<file path="config.mk">
export PLATFORM = sky130hd
export DESIGN_NAME = sar_ota_ctrl_flat
export DESIGN_NICKNAME = d
export VERILOG_FILES = /design/src/rtl/sar_ota_ctrl_if.sv /design/src/rtl/sar_ota_ctrl.sv /design/src/flat_wrapper.sv
export SDC_FILE = /design/constraint.sdc
export NUM_CORES = 1
export LEC_CHECK = 0
export BUFFER_PORTS_ARGS = -buffer_cell sky130_fd_sc_hd__buf_2
export CAP_MARGIN = 20
export CORE_MARGIN = 4
export CORE_UTILIZATION = 41
export CTS_BUF_LIST = sky130_fd_sc_hd__clkbuf_8 sky130_fd_sc_hd__clkbuf_16
export DETAILED_ROUTE_END_ITERATION = 10
export PLACE_DENSITY_LB_ADDON = 0.2
export SLEW_MARGIN = 20
export SYNTH_ARGS = -nofsm -noshare
export SYNTH_HDL_FRONTEND = slang
export SYNTH_SLANG_ARGS = --single-unit
</file>
<file path="constraint.sdc">
create_clock -name clk -period 5 [get_ports clk]
set_clock_uncertainty 0.1 [all_clocks]
set_input_delay 0.5 -clock clk [delete_from_list [all_inputs] [get_ports clk]]
set_output_delay 0.5 -clock clk [all_outputs]
set_load 0.03 [all_outputs]
</file>
<file path="src/rtl/sar_ota_ctrl_if.sv">
// Converter-side bundle between the SAR controller and its user/analog tile.
// The master side drives enable, start and the raw comparator output; the
// slave side (the controller) returns sample/hold, DAC trial code and status.
interface sar_ota_ctrl_if #(
  parameter int WIDTH = 8
);
  logic             ena;
  logic             start;
  logic             cmp_in;
  logic             sample;
  logic [WIDTH-1:0] dac_code;
  logic             busy;
  logic             done;
  logic [WIDTH-1:0] result;

  modport master (
    output ena, start, cmp_in,
    input  sample, dac_code, busy, done, result
  );

  modport slave (
    input  ena, start, cmp_in,
    output sample, dac_code, busy, done, result
  );
endinterface

</file>
<file path="src/rtl/sar_ota_ctrl.sv">
// Successive-approximation controller: samples the input, then runs an
// MSB-first binary search by driving trial codes into the DAC and reading
// the synchronised OTA comparator decision back. All outputs are registered.
module sar_ota_ctrl #(
  parameter int WIDTH      = 8,
  parameter int SAMPLE_CYC = 4,
  parameter int SETTLE     = 4
) (
  input logic           clk,
  input logic           rst_n,
  sar_ota_ctrl_if.slave bus
);
  localparam int               IW        = $clog2(WIDTH);
  localparam int               CW        = 16;
  localparam logic [WIDTH-1:0] ONE       = {{(WIDTH-1){1'b0}}, 1'b1};
  localparam logic [WIDTH-1:0] ZERO      = {WIDTH{1'b0}};
  localparam logic [WIDTH-1:0] MSB       = ONE << (WIDTH - 1);
  localparam logic [IW-1:0]    TOP_IDX   = IW'(WIDTH - 1);
  localparam logic [CW-1:0]    SAMPLE_LD = CW'(SAMPLE_CYC - 1);
  localparam logic [CW-1:0]    SETTLE_LD = CW'(SETTLE - 1);

  typedef enum logic [1:0] {
    IDLE   = 2'd0,
    SAMPLE = 2'd1,
    TRIAL  = 2'd2,
    DONE   = 2'd3
  } state_e;

  state_e           state_q, state_d;
  logic             cmp_meta_q, cmp_s_q;
  logic [CW-1:0]    cnt_q, cnt_d;
  logic [IW-1:0]    idx_q, idx_d;
  logic [WIDTH-1:0] acc_q, acc_d;
  logic [WIDTH-1:0] dac_q, dac_d;
  logic [WIDTH-1:0] result_q, result_d;
  logic             sample_q, sample_d;
  logic             busy_q, busy_d;
  logic             done_q, done_d;

  // Current trial bit, the following (lower) trial bit, and acc with the
  // current decision folded in. next_mask_s is only consumed while idx_q > 0.
  logic [WIDTH-1:0] bit_mask_s, next_mask_s, acc_dec_s;
  assign bit_mask_s  = ONE << idx_q;
  assign next_mask_s = ONE << (idx_q - IW'(1));
  assign acc_dec_s   = acc_q | (cmp_s_q ? bit_mask_s : ZERO);

  // Two-flop synchroniser for the asynchronous comparator output.
  always_ff @(posedge clk or negedge rst_n) begin
    if (!rst_n) begin
      cmp_meta_q <= 1'b0;
      cmp_s_q    <= 1'b0;
    end else begin
      cmp_meta_q <= bus.cmp_in;
      cmp_s_q    <= cmp_meta_q;
    end
  end

  // State, datapath and output registers.
  always_ff @(posedge clk or negedge rst_n) begin
    if (!rst_n) begin
      state_q  <= IDLE;
      cnt_q    <= {CW{1'b0}};
      idx_q    <= {IW{1'b0}};
      acc_q    <= ZERO;
      dac_q    <= ZERO;
      result_q <= ZERO;
      sample_q <= 1'b0;
      busy_q   <= 1'b0;
      done_q   <= 1'b0;
    end else begin
      state_q  <= state_d;
      cnt_q    <= cnt_d;
      idx_q    <= idx_d;
      acc_q    <= acc_d;
      dac_q    <= dac_d;
      result_q <= result_d;
      sample_q <= sample_d;
      busy_q   <= busy_d;
      done_q   <= done_d;
    end
  end

  // Next-state and next-output logic; ena low forces an abort to IDLE.
  always_comb begin
    state_d  = state_q;
    cnt_d    = cnt_q;
    idx_d    = idx_q;
    acc_d    = acc_q;
    dac_d    = dac_q;
    result_d = result_q;
    sample_d = sample_q;
    busy_d   = busy_q;
    done_d   = 1'b0;
    if (!bus.ena) begin
      state_d  = IDLE;
      sample_d = 1'b0;
      busy_d   = 1'b0;
      dac_d    = ZERO;
    end else begin
      case (state_q)
        IDLE: begin
          if (bus.start) begin
            state_d  = SAMPLE;
            cnt_d    = SAMPLE_LD;
            sample_d = 1'b1;
            busy_d   = 1'b1;
            dac_d    = ZERO;
          end else begin
            sample_d = 1'b0;
            busy_d   = 1'b0;
            dac_d    = ZERO;
          end
        end
        SAMPLE: begin
          if (cnt_q == {CW{1'b0}}) begin
            state_d  = TRIAL;
            sample_d = 1'b0;
            acc_d    = ZERO;
            idx_d    = TOP_IDX;
            dac_d    = MSB;
            cnt_d    = SETTLE_LD;
          end else begin
            cnt_d = cnt_q - CW'(1);
          end
        end
        TRIAL: begin
          if (cnt_q == {CW{1'b0}}) begin
            acc_d = acc_dec_s;
            if (idx_q == {IW{1'b0}}) begin
              state_d  = DONE;
              result_d = acc_dec_s;
              dac_d    = acc_dec_s;
              done_d   = 1'b1;
            end else begin
              idx_d = idx_q - IW'(1);
              dac_d = acc_dec_s | next_mask_s;
              cnt_d = SETTLE_LD;
            end
          end else begin
            cnt_d = cnt_q - CW'(1);
          end
        end
        DONE: begin
          state_d = IDLE;
          busy_d  = 1'b0;
          dac_d   = ZERO;
        end
        default: begin
          state_d  = IDLE;
          sample_d = 1'b0;
          busy_d   = 1'b0;
          dac_d    = ZERO;
        end
      endcase
    end
  end

  assign bus.sample   = sample_q;
  assign bus.dac_code = dac_q;
  assign bus.busy     = busy_q;
  assign bus.done     = done_q;
  assign bus.result   = result_q;
endmodule

</file>
<file path="src/flat_wrapper.sv">
// flat-port wrapper written by rule: the top's interface ports become plain ports
module sar_ota_ctrl_flat 
#(
  parameter int WIDTH      = 8,
  parameter int SAMPLE_CYC = 4,
  parameter int SETTLE     = 4
)
  (clk, rst_n, bus_ena, bus_start, bus_cmp_in, bus_sample, bus_dac_code, bus_busy, bus_done, bus_result);
  sar_ota_ctrl_if #(.WIDTH(WIDTH)) bus_i ();
  input logic clk;
  input logic rst_n;
  input wire logic [$bits(bus_i.ena)-1:0] bus_ena;
  input wire logic [$bits(bus_i.start)-1:0] bus_start;
  input wire logic [$bits(bus_i.cmp_in)-1:0] bus_cmp_in;
  output wire logic [$bits(bus_i.sample)-1:0] bus_sample;
  output wire logic [$bits(bus_i.dac_code)-1:0] bus_dac_code;
  output wire logic [$bits(bus_i.busy)-1:0] bus_busy;
  output wire logic [$bits(bus_i.done)-1:0] bus_done;
  output wire logic [$bits(bus_i.result)-1:0] bus_result;
  assign bus_i.ena = bus_ena;
  assign bus_i.start = bus_start;
  assign bus_i.cmp_in = bus_cmp_in;
  assign bus_sample = bus_i.sample;
  assign bus_dac_code = bus_i.dac_code;
  assign bus_busy = bus_i.busy;
  assign bus_done = bus_i.done;
  assign bus_result = bus_i.result;
  sar_ota_ctrl #(.WIDTH(WIDTH), .SAMPLE_CYC(SAMPLE_CYC), .SETTLE(SETTLE)) u_core (.clk(clk), .rst_n(rst_n), .bus(bus_i));
endmodule
</file>
### Yosys cells after proc, flatten, opt, wreduce, memory -nomap -nowiden

Cells that the tools add are included.

* flip-flop bits (word level): 50
* input bits: 5
* output and inout bits: 19
* logic and storage cells: 78

* add/sub/neg operators: 2
* eq/ne operators: 14
* shifts and indexed selects: 2
* multiplexer cells: 34
* bitwise operators: 2
* reductions and logical operators: 13

Operator list (count)
* 16-bit 2-to-1 mux: 4
* 8-bit 2-to-1 mux: 7
* 16-bit case mux with 3 select lines: 1
* 8-bit case mux with 3 select lines: 1
* 16-bit zero test: 1
* 8-bit OR: 2
* 8-bit case mux with 2 select lines: 1
* 4-bit AND reduction: 4
* 1-bit by 3-bit << shifter with 8-bit output (first input constant): 2
* 16-bit by 1-bit subtractor with 16-bit output (second input constant): 1
* 2-bit 2-to-1 mux: 5
* 3-bit 2-to-1 mux: 3
* 3-bit by 2-bit != test with 1-bit output (second input constant): 3
* 1-bit 2-to-1 mux: 8
* 2-bit case mux with 4 select lines: 1
* 3-bit by 1-bit != test with 1-bit output (second input constant): 2
* 3-bit != test (second input constant): 2
* 3-bit case mux with 2 select lines: 1
* 5-bit AND reduction: 1
* 2-bit equality test (second input constant): 2
* 2-bit by 1-bit != test with 1-bit output (second input constant): 2
* 2-bit != test (second input constant): 2
* 1-bit case mux with 2 select lines: 2
* 2-bit AND reduction: 2
* 7 further kinds: 7

### Longest topological paths before layout

Gate-level depths: netlist of the first run.

* word-level depth: 8
* gate-level depth with buffers: 10
* gate-level depth less buffers: 7

### Worst setup path after synthesis of the first run

Ideal clock, no wire load.

* path kind: register to register
* start point: register u_core.state_q[1]
* end point: register u_core.cnt_q[3]
* library setup time: 0.083 ns
* arrival time: 1.891 ns
* required time: 4.817 ns
* path slack: 2.927 ns
* stages on the path, launching flop included: 9
* buffers on the path: 1
* clock period less this slack: 2.073 ns
* cells stage by stage: dfrtp_1 inv_1 ha_1 nand2_1 or3_1 clkbuf_1 a21o_1 or3_1 o21ai_0

* cells in the longest elaborated chain, start to end: 3
* elaborated cells on any way between the ends: 8
* those cells by class: eq/ne (4); mux (1); reduce/logical (3)

RTL lines
* start: declaration: line sar_ota_ctrl.sv:29 `state_e state_q, state_d;`
* start signal: assignment: line sar_ota_ctrl.sv:71 `state_q <= state_d;`
* 2-bit equality test (tied with other cells): line sar_ota_ctrl.sv:100 `case (state_q)`
* 3-bit != test (no line) (tied with other cells)
* 4-bit AND reduction (no line)
* end signal: assignment: line sar_ota_ctrl.sv:62 `cnt_q <= {CW{1'b0}};`
* end signal: assignment: line sar_ota_ctrl.sv:72 `cnt_q <= cnt_d;`
* end: declaration: line sar_ota_ctrl.sv:31 `logic [CW-1:0] cnt_q, cnt_d;`

Parallel ways exist; a longest one is shown, timed or not.
A chain may end at the register's enable or synchronous reset.

### Worst setup path after layout of the first run

Ends and elaborated chain as after synthesis.

==> results.sh, run 1 <==
export IMPL_outcome="complete, no violations"
export IMPL_cp_required_ns=5.12
export IMPL_drt_iter0_markers=133
export IMPL_insertedDiodeCount=0
export IMPL_cp_arrival_ns=2.99
export IMPL_r2r_start="u_core.state_q[1]$_DFFE_PN0P_"
export IMPL_cts_buffers=5
export IMPL_p_per_area_mw_per_mm2=427.5
export IMPL_grt_pass1_wl_um=10460
export IMPL_first_global_vias=2065
export IMPL_ys_ff_latch=50
export IMPL_power_total_mw=1.278
export IMPL_vias=2181
export IMPL_critPathKind="reg -> reg"
export IMPL_io_buffers=23
export IMPL_antenna_found_initial=0
export IMPL_rsz0062_at_grt="no"
export IMPL_reg2regPathDepth=7
export IMPL_hold_viol=0
export IMPL_place_gp_congestion=0.8686
export IMPL_vdd_drop_max_v=0.0001727
export IMPL_layout_cells_non_filler=392
export IMPL_fin_ws_ns=2.127
export IMPL_rr_endpoint="u_core.cnt_q[3]$_DFFE_PN0P_"
export IMPL_insertion_delay_ns=0.31
export IMPL_fp_dieW_um=90.40
export IMPL_synth_edff_count=0
export IMPL_cts_hold_buf=0
export IMPL_chipHeight_um=90.40
export IMPL_endpoint_kind="flop"
export IMPL_clk_pin_slew_ns=0.09
export IMPL_ant_nets=0
export IMPL_max_freq_mhz=348.1
export IMPL_dieArea_mm2=0.008172
export IMPL_grt_use_total=0.1579
export IMPL_async_reset_ff_frac=1.000
export IMPL_wl_um=6282
export IMPL_rows=29
export IMPL_critPathLaunchType="flop"
export IMPL_regToRegSetupSlack_ns=2.13
export IMPL_synth_area_mm2=0.002784
export IMPL_cts_sinks=50
export IMPL_layout_common_cells="dfrtp_1 (50), nand2_1 (30), o21ai_0 (27)"
export IMPL_core_area_mm2=0.006459
export IMPL_fin_crit_ns=2.873
export IMPL_avgSynthCellArea_um2=9.249
export IMPL_ys_flop_type="dfrtp_1"
export IMPL_num_io_pins=24
export IMPL_clockRootBuffer="clkbuf_8"
export IMPL_start_util=0.4310
export IMPL_crit_fanout=12
export IMPL_setup_viol=0
export IMPL_final_nets=332
export IMPL_setup_tns_ns=0
export IMPL_postCtsSetupRepairBufs=0
export IMPL_final_common_cell="dfrtp_1"
export IMPL_pre_cts_ws_ns=2.155
export IMPL_cts_resized=0
export IMPL_maxSlewViolCount=0
export IMPL_cap_violations=0
export IMPL_drc=0
export IMPL_placed_cells=385
export IMPL_drtPass1Iterations=4
export IMPL_final_core_util=0.4628
export IMPL_grt_max_degree=51
export IMPL_yosysUniqueCellTypes=54
export IMPL_synth_fp_nets=318
export IMPL_max_slew_margin=0.4184
export IMPL_syn2layout_area_growth_pct=7.371
export IMPL_ys_seq_area_frac=0.4494
export IMPL_tightest_slew_ns=0.8724
export IMPL_leakagePower_nw=1.336
export IMPL_dp_final_hpwl_um=4514
export IMPL_period_share=0.5745
export IMPL_cts_buffer_depth=2
export IMPL_synthCells=301
export IMPL_cts_tree="yes"
export IMPL_grt_ovfl_total=0
export IMPL_fillers=640
export IMPL_wl_per_cell_um=16.03
export IMPL_drive_gt1_frac=0.1365
export IMPL_ys_warn_count=0
export IMPL_hold_path_class="in -> async"
export IMPL_vias_per_cell=5.564
export IMPL_cts_max_level=2
[routing by layer]
metal	vias to the layer above	GRT usage	wire length [µm]
li1	1106	-	-
met5	-	0	0
met3	11	0.03917	286
met1	1019	0.2320	3265
met4	0	0.05612	111
met2	45	0.2240	2619
[sequential cells by signal, summed over array words and instances, names as in the netlist]
| signal | cells |
|---|---|
| u_core.cnt_q | 16 |
| u_core.acc_q | 8 |
| u_core.bus.dac_code | 8 |
| u_core.bus.result | 8 |
| u_core.idx_q | 3 |
| u_core.state_q | 2 |
| u_core.bus.busy | 1 |
| u_core.bus.done | 1 |
| u_core.bus.sample | 1 |
| u_core.cmp_meta_q | 1 |
| u_core.cmp_s_q | 1 |
[synth_stat cells, drive strengths merged, types with 5 or more instances]
cell type  number  area [µm²]
a21oi          24       120.1
o21ai          28       140.1
nand2b          5       33.78
o21a            5       37.54
nor3           10       55.05
or3             6       37.54
inv            19       71.32
buf            10       70.06
nor2           17       63.81
ha             12       150.1
nand2          31       118.9
nand3           9       45.04
clkbuf          8       30.03
dfrtp          50        1251
o41ai           7       61.31
[worst max-delay path, stage by stage (launching register included)]
cell     delay [ns]
dfrtp_1        0.41
inv_1          0.11
ha_1           0.35
nand2_1        0.25
or3_1          0.52
a21oi_1        0.71
a21oi_1        0.14
o21ai_0        0.19
[worst max-delay path by stage]
stage / start / end / slack (ns)
detailed placement: u_core.state_q[1]$_DFFE_PN0P_ / u_core.cnt_q[3]$_DFFE_PN0P_ / 2.15
finish: u_core.state_q[1]$_DFFE_PN0P_ / u_core.cnt_q[3]$_DFFE_PN0P_ / 2.13
global route: u_core.state_q[1]$_DFFE_PN0P_ / u_core.cnt_q[3]$_DFFE_PN0P_ / 1.89
global placement: u_core.state_q[1]$_DFFE_PN0P_ / u_core.cnt_q[13]$_DFFE_PN0P_ / 2.29
floorplan: u_core.state_q[1]$_DFFE_PN0P_ / u_core.cnt_q[3]$_DFFE_PN0P_ / 2.93
CTS: u_core.state_q[1]$_DFFE_PN0P_ / u_core.cnt_q[3]$_DFFE_PN0P_ / 2.14
[power breakdown]
group / switching, mW / internal, mW
Sequential: 0.0653 / 0.463
Combinational: 0.341 / 0.176
Clock: 0.138 / 0.0944
[cells by family after synthesis]
kind of cell,Yosys count,share of synthesized area
adders and majority gates,12,0.05393
DFF,50,0.4494
muxes,2,0.007640
buffers and inverters,37,0.06157
and+or+nand+nor,101,0.1987
AOI/OAI and AO/OA,99,0.2288
[area by class of cell]
class	instances	area, µm²	area share
flip-flops and latches	50	1251	0.4186
clock inverters	2	10.01	0.003349
multi-input cells	214	1361	0.4554
clock buffers	5	68.82	0.02302
well taps	77	96.34	0.03223
inverters	19	71.32	0.02386
repair buffers	25	130.1	0.04353
[metrics by stage]
step	hold slack, ns	instance area, µm²
3_5_place_dp	0.2355	2910
4_1_cts	0.1797	2989
5_1_grt	0.1751	2989
3_3_place_gp	0.2404	2910
2_1_floorplan	0.1044	2784
6_report	0.1930	2989
Power figures use the tool's default switching activity.
==> run 2: changes to the inputs <==
--- a/config.mk
+++ b/config.mk
@@ -5,6 +5,7 @@
 export SDC_FILE = /design/constraint.sdc
 export NUM_CORES = 1
 export LEC_CHECK = 0
+export ABC_AREA = 1
 export BUFFER_PORTS_ARGS = -buffer_cell sky130_fd_sc_hd__buf_2
 export CAP_MARGIN = 20
 export CORE_MARGIN = 4
==> constraint.sdc (replaced) <==
create_clock -name clk -period 2.6 [get_ports clk]
set_clock_uncertainty 0.1 [all_clocks]
set_input_delay 0.26 -clock clk [delete_from_list [all_inputs] [get_ports clk]]
set_output_delay 0.26 -clock clk [all_outputs]
set_load 0.03 [all_outputs]
==> run 2 against run 1 <==
Net effect: first-iteration DRC count is 25% lower; maximum frequency is 49% higher; largest power group is now combinational logic; power grew to 2.5 times the previous value; area after synthesis is 2.0% lower.
==> results.sh, run 2 <==
export IMPL_cp_arrival_ns=2.01
export IMPL_ys_warn_count=0
export IMPL_critPathSlowestCell="dfrtp_1"
export IMPL_vias_per_cell=4.757
export IMPL_placed_cells=440
export IMPL_drive_gt1_frac=0.1263
export IMPL_yosys_area_top_type_share=0.4587
export IMPL_vias=2136
export IMPL_drt_iter0_markers=100
export IMPL_power_total_mw=3.240
export IMPL_antenna_found_initial=0
export IMPL_cts_resized=0
export IMPL_clockRootBuffer="clkbuf_8"
export IMPL_rsz0062_at_grt="no"
export IMPL_dieArea_mm2=0.008022
export IMPL_ys_flop_type="dfrtp_1"
export IMPL_pre_cts_ws_ns=0.6600
export IMPL_critPathTopFamily="simple AND/OR/NAND/NOR gates"
export IMPL_final_core_util=0.4748
export IMPL_first_global_vias=2083
export IMPL_fin_ws_ns=0.6721
export IMPL_ant_nets=0
export IMPL_io_buffers=23
export IMPL_top_register="u_core.cnt_q"
export IMPL_grt_use_total=0.1620
export IMPL_ys_ff_latch=50
export IMPL_final_common_cell="nand2_1"
export IMPL_drtPass1Iterations=4
export IMPL_cts_buffer_depth=2
export IMPL_syn2layout_area_growth_pct=11.79
export IMPL_grt_max_degree=28
export IMPL_max_slew_margin=0.6234
export IMPL_p_per_area_mw_per_mm2=1062
export IMPL_grt_pass1_wl_um=10040
export IMPL_grt_ovfl_total=0
export IMPL_cap_violations=0
export IMPL_endpoint_kind="flop"
export IMPL_maxSlewViolCount=0
export IMPL_period_share=0.7415
export IMPL_ys_seq_area_frac=0.4587
export IMPL_hold_viol=0
export IMPL_critPathLaunchType="flop"
export IMPL_hold_path_class="reg -> reg"
export IMPL_max_freq_mhz=518.7
export IMPL_synth_fp_nets=360
export IMPL_setup_tns_ns=0
export IMPL_crit_fanout=12
export IMPL_synthCells=343
export IMPL_crit_path_cell_trace="inv_1, ha_1, nand2_2, nor2_4, nand3_4, nand2_2, nand2_1, nand2_1, o21ai_1"
export IMPL_reg2regPathDepth=9
export IMPL_cts_hold_buf=2
export IMPL_crit_buf_inv=1
export IMPL_layout_cells_non_filler=449
export IMPL_drc=0
export IMPL_whs_path_depth=0
export IMPL_vdd_drop_max_v=0.0004357
export IMPL_synth_area_mm2=0.002728
export IMPL_yosysMostFrequentCell="nand2_1"
export IMPL_async_reset_ff_frac=1.000
export IMPL_synth_area_leaders="dfrtp_1 (46%), nand2_1 (16%), ha_1 (5.5%)"
export IMPL_chipHeight_um=89.57
export IMPL_path_depth=9
export IMPL_clk_pin_slew_ns=0.10
export IMPL_insertedDiodeCount=0
export IMPL_cp_required_ns=2.68
export IMPL_tightest_slew_ns=0.5649
export IMPL_cts_buffers=5
export IMPL_num_io_pins=24
export IMPL_wl_um=5633
export IMPL_fin_crit_ns=1.928
export IMPL_cts_tree="yes"
export IMPL_final_nets=389
export IMPL_critical_path_max_stage_delay_ns=0.37
export IMPL_dp_final_hpwl_um=4312
export IMPL_leakagePower_nw=1.625
export IMPL_critPathKind="reg -> reg"
export IMPL_core_area_mm2=0.006422
export IMPL_avgSynthCellArea_um2=7.952
export IMPL_start_util=0.4247
export IMPL_wl_per_cell_um=12.55
export IMPL_yosysUniqueCellTypes=28
export IMPL_rows=29
export IMPL_largest_register_ffs=16
export IMPL_cts_max_level=2
export IMPL_synth_common_cells="nand2_1 (115), dfrtp_1 (50), inv_1 (36)"
export IMPL_insertion_delay_ns=0.31
export IMPL_postCtsSetupRepairBufs=0
export IMPL_place_gp_congestion=0.8239
export IMPL_layout_common_cells="nand2_1 (115), dfrtp_1 (50), inv_1 (36)"
export IMPL_cts_sinks=50
export IMPL_outcome="complete, no violations"
export IMPL_fp_dieW_um=89.57
export IMPL_setup_viol=0
export IMPL_yosysTopAreaCell="dfrtp_1"
export IMPL_synth_edff_count=0
run 2: cell types whose count changed after synthesis, moves of 5 or more:
cell      before  now
nor2_1        17   26
o21a_1         5    0
o21ai_1        1   17
nand2_1       30  115
o21bai_1       3    9
or3_1          6    0
nand3_1        9   15
clkbuf_1       8    1
o41ai_1        7    0
xor2_1         0   11
inv_1         19   36
nor3_1         9    2
a21oi_1       24    2
run 2: worst paths after layout:
path,endpoint,startpoint,slack (ns)
min reg2reg,u_core.cmp_s_q$_DFF_PN0_,u_core.cmp_meta_q$_DFF_PN0_,0.26
min in group asynchronous,u_core.bus.dac_code[7]$_DFFE_PN0P_,rst_n,0.39
min,u_core.cmp_s_q$_DFF_PN0_,u_core.cmp_meta_q$_DFF_PN0_,0.26
max reg2reg,u_core.bus.dac_code[6]$_DFFE_PN0P_,u_core.cnt_q[0]$_DFFE_PN0P_,0.67
max in group asynchronous,u_core.cnt_q[14]$_DFFE_PN0P_,rst_n,1.26
max,u_core.bus.dac_code[6]$_DFFE_PN0P_,u_core.cnt_q[0]$_DFFE_PN0P_,0.67
run 2: power by group:
group	leakage, nW	internal [mW]	switching (mW)
Clock	0.0542	0.283	0.257
Combinational	0.901	0.530	1.05
Sequential	0.670	0.951	0.166
run 2: metrics by stage:
step           instance area (µm²)  hold WS [ns]
6_report                      3049        0.2582
3_3_place_gp                  2922        0.1879
5_1_grt                       3049        0.2638
2_1_floorplan                 2728       -0.1356
3_5_place_dp                  2922        0.2001
4_1_cts                       3049        0.2587
run 2: layer usage:
metal  wire length, µm  track usage
met1              3068       0.2458
met2              2282       0.2340
met3               209      0.02857
met4                73      0.04871
met5                 0            0
run 2: cell families after synthesis:
logic type                 after synthesis  share of synthesized area
AOI/OAI and AO/OA                       54                     0.1101
and+or+nand+nor                        171                     0.2702
adders and majority gates               12                    0.05504
xor gates and xnor gates                13                    0.04174
buffers and inverters                   43                    0.06422
DFF                                     50                     0.4587
run 2: area by class of cell:
class / count / area (µm²)
fill: 637 / 3373
inverter: 38 / 142.6
multi-input combinational: 250 / 1301
timing repair buffer: 27 / 150.1
clock inverter: 2 / 38.79
sequential: 50 / 1251
tap: 77 / 96.34
clock buffer: 5 / 68.82
==> run 3: changes to the inputs <==
==> constraint.sdc (replaced) <==
create_clock -name clk -period 1.7 [get_ports clk]
set_clock_uncertainty 0.1 [all_clocks]
set_input_delay 0.17 -clock clk [delete_from_list [all_inputs] [get_ports clk]]
set_output_delay 0.17 -clock clk [all_outputs]
set_load 0.03 [all_outputs]
==> run 3 against run 2 <==
Net effect: the flow now finishes with violations (negative setup slack); die area unchanged; sequential share of layout area decreased by 6.5 points; critical path depth unchanged; clock power increased by 30%; worst setup slack got worse by 0.69 ns; combinational power increased by 140%; register-to-register slack got worse by 0.69 ns; hold slack got worse by 0.051 ns; power increased by 91%.
==> results.sh, run 3 (same netlist as run 2, synthesis figures left out) <==
export IMPL_outcome="complete, but fails checks"
export IMPL_violations="negative setup slack"
export IMPL_critPathTopFamily="simple AND/OR/NAND/NOR gates"
export IMPL_crit_fanout=7
export IMPL_io_buffers=23
export IMPL_num_io_pins=24
export IMPL_final_common_cell="nand2_1"
export IMPL_leakagePower_nw=1.927
export IMPL_endpoint="u_core.idx_q[2]$_DFFE_PN0P_"
export IMPL_wl_um=6550
export IMPL_grt_use_total=0.1773
export IMPL_hold_viol=0
export IMPL_fp_dieW_um=89.57
export IMPL_ant_nets=0
export IMPL_final_nets=447
export IMPL_endpoint_kind="flop"
export IMPL_place_area_mm2=0.003249
export IMPL_critPathLaunchType="flop"
export IMPL_layout_common_cells="nand2_1 (107), buf_4 (52), dfrtp_1 (49)"
export IMPL_rsz0062_at_grt="yes"
export IMPL_dp_final_hpwl_um=4665
export IMPL_regToRegSetupSlack_ns=-0.02
export IMPL_r2r_start="u_core.cnt_q[8]$_DFFE_PN0P_"
export IMPL_chipHeight_um=89.57
export IMPL_critPathKind="reg -> reg"
export IMPL_grt_ovfl_total=0
export IMPL_vias=2414
export IMPL_grt_busiest_layer="met2"
export IMPL_drtPass1Iterations=4
export IMPL_crit_path_cell_trace="nor2_1, nand2_2, nor2_4, nand3_4, buf_6, nor2_4, buf_6, nand2_1, o21ai_1"
export IMPL_wl_per_cell_um=12.89
export IMPL_cts_sinks=50
export IMPL_path_depth=9
export IMPL_placed_cells=482
export IMPL_grt_use_met1=0.2563
export IMPL_grt_max_degree=51
export IMPL_insertion_delay_ns=0.31
export IMPL_start_util=0.4247
export IMPL_design_area_mm2=0.003631
export IMPL_rr_endpoint="u_core.idx_q[2]$_DFFE_PN0P_"
export IMPL_cp_arrival_ns=1.86
export IMPL_critPathSlowestCell="dfrtp_1"
export IMPL_drive_gt1_frac=0.2947
export IMPL_antenna_found_initial=0
export IMPL_tightest_slew_ns=0.4331
export IMPL_reg2regPathDepth=9
export IMPL_cts_tree="yes"
export IMPL_fin_ws_ns=-0.01624
export IMPL_fin_crit_ns=1.716
export IMPL_rows=29
export IMPL_clockRootBuffer="clkbuf_8"
export IMPL_setup_viol=1
export IMPL_drt_iter0_markers=127
export IMPL_max_freq_mhz=582.7
export IMPL_grt_pass1_wl_um=10980
export IMPL_period_share=1.010
export IMPL_cap_violations=0
export IMPL_place_gp_congestion=0.8731
export IMPL_core_area_mm2=0.006422
export IMPL_maxSlewViolCount=0
export IMPL_cts_buffer_depth=2
export IMPL_layout_cells_non_filler=508
export IMPL_vias_per_cell=4.752
export IMPL_crit_buf_inv=2
export IMPL_max_slew_margin=0.7091
export IMPL_vdd_drop_max_v=0.0007735
export IMPL_crit_start="u_core.cnt_q[8]$_DFFE_PN0P_"
export IMPL_grt_use_met2=0.2633
export IMPL_syn2layout_area_growth_pct=33.12
export IMPL_drc=0
export IMPL_dieArea_mm2=0.008022
export IMPL_cts_buffers=5
export IMPL_largest_register_ffs=16
export IMPL_grt_use_met3=0.03871
export IMPL_top_register="u_core.cnt_q"
export IMPL_cts_max_level=2
export IMPL_cp_required_ns=1.84
export IMPL_critical_path_max_stage_delay_ns=0.40
export IMPL_hold_path_class="in -> reg"
export IMPL_clk_pin_slew_ns=0.10
export IMPL_p_per_area_mw_per_mm2=1708
export IMPL_first_global_vias=2355
export IMPL_insertedDiodeCount=0
[run 3: cell count changes in the layout (fill, tap and decap cells not counted), sizes merged]
cell	delta
buf	+57
bufinv	-1
clkinv	+1
inv	+1
nand2	+1
[run 3: power breakdown]
part / internal (mW) / switching (mW) / leakage [nW]
sequential: 1.46 / 0.185 / 0.669
clock: 0.286 / 0.416 / 0.0493
combinational: 1.74 / 2.12 / 1.21
[run 3: how the worst min path moves through the flow]
stage	start	end	slack [ns]	cells after the start
after global placement	rst_n	u_core.cnt_q[5]$_DFFE_PN0P_	0.08	2
after detailed placement	rst_n	u_core.cnt_q[5]$_DFFE_PN0P_	0.08	2
final	bus_ena	u_core.state_q[0]$_DFFE_PN0P_	0.21	5
after CTS	bus_ena	u_core.state_q[0]$_DFFE_PN0P_	0.20	5
after floorplan	rst_n	u_core.acc_q[0]$_DFFE_PN0P_	-0.23	0
after global routing	bus_ena	u_core.state_q[0]$_DFFE_PN0P_	0.20	5
[run 3: repair_timing]
item,CTS,global route
pin swaps,10,15
cloned,0,1
endpoints found under the hold margin,51,0
hold buffers,2,0
resized for setup,15,34
endpoints found under the setup margin,38,47
buffers inserted,7,8
[run 3: layout make-up]
cell class | count | area, µm²
clock inverters | 3 | 17.52
repair buffers | 84 | 630.6
fillers | 593 | 2791
inverters | 38 | 142.6
clock buffers | 5 | 68.82
multi-input cells | 251 | 1423
flip-flops and latches | 50 | 1252
well taps | 77 | 96.34
[run 3: stage by stage]
stage / utilization / setup WS [ns] / hold WS, ns / power, mW / TNS (ns)
after CTS: 0.5406 / -0.03885 / 0.1950 / 5.827 / -0.1383
after detailed placement: 0.5059 / -0.09260 / 0.08261 / 4.847 / -1.508
after global routing: 0.5654 / -0.1439 / 0.1997 / 6.760 / -4.144
after global placement: 0.5059 / -0.07361 / 0.08432 / 4.806 / -1.190
final: 0.5654 / -0.01624 / 0.2067 / 6.203 / -0.01624
after floorplan: - / 0.003690 / -0.2256 / 3.647 / 0
[run 3: worst register-to-register path, stage by stage (launching register included)]
cell and delay (ns):
dfrtp_1 0.40, nor2_1 0.18, nand2_2 0.11, nor2_4 0.15, nand3_4 0.15, buf_6 0.17
nor2_4 0.16, buf_6 0.12, nand2_1 0.05, o21ai_1 0.07
[run 3: layer usage]
| layer | share of wire | vias up |
|---|---|---|
| met1 | 0.51 | 1108 |
| met2 | 0.43 | 44 |
| met3 | 0.048 | 7 |
| li1 | - | 1255 |
| met5 | 0 | - |
| met4 | 0.0099 | 0 |
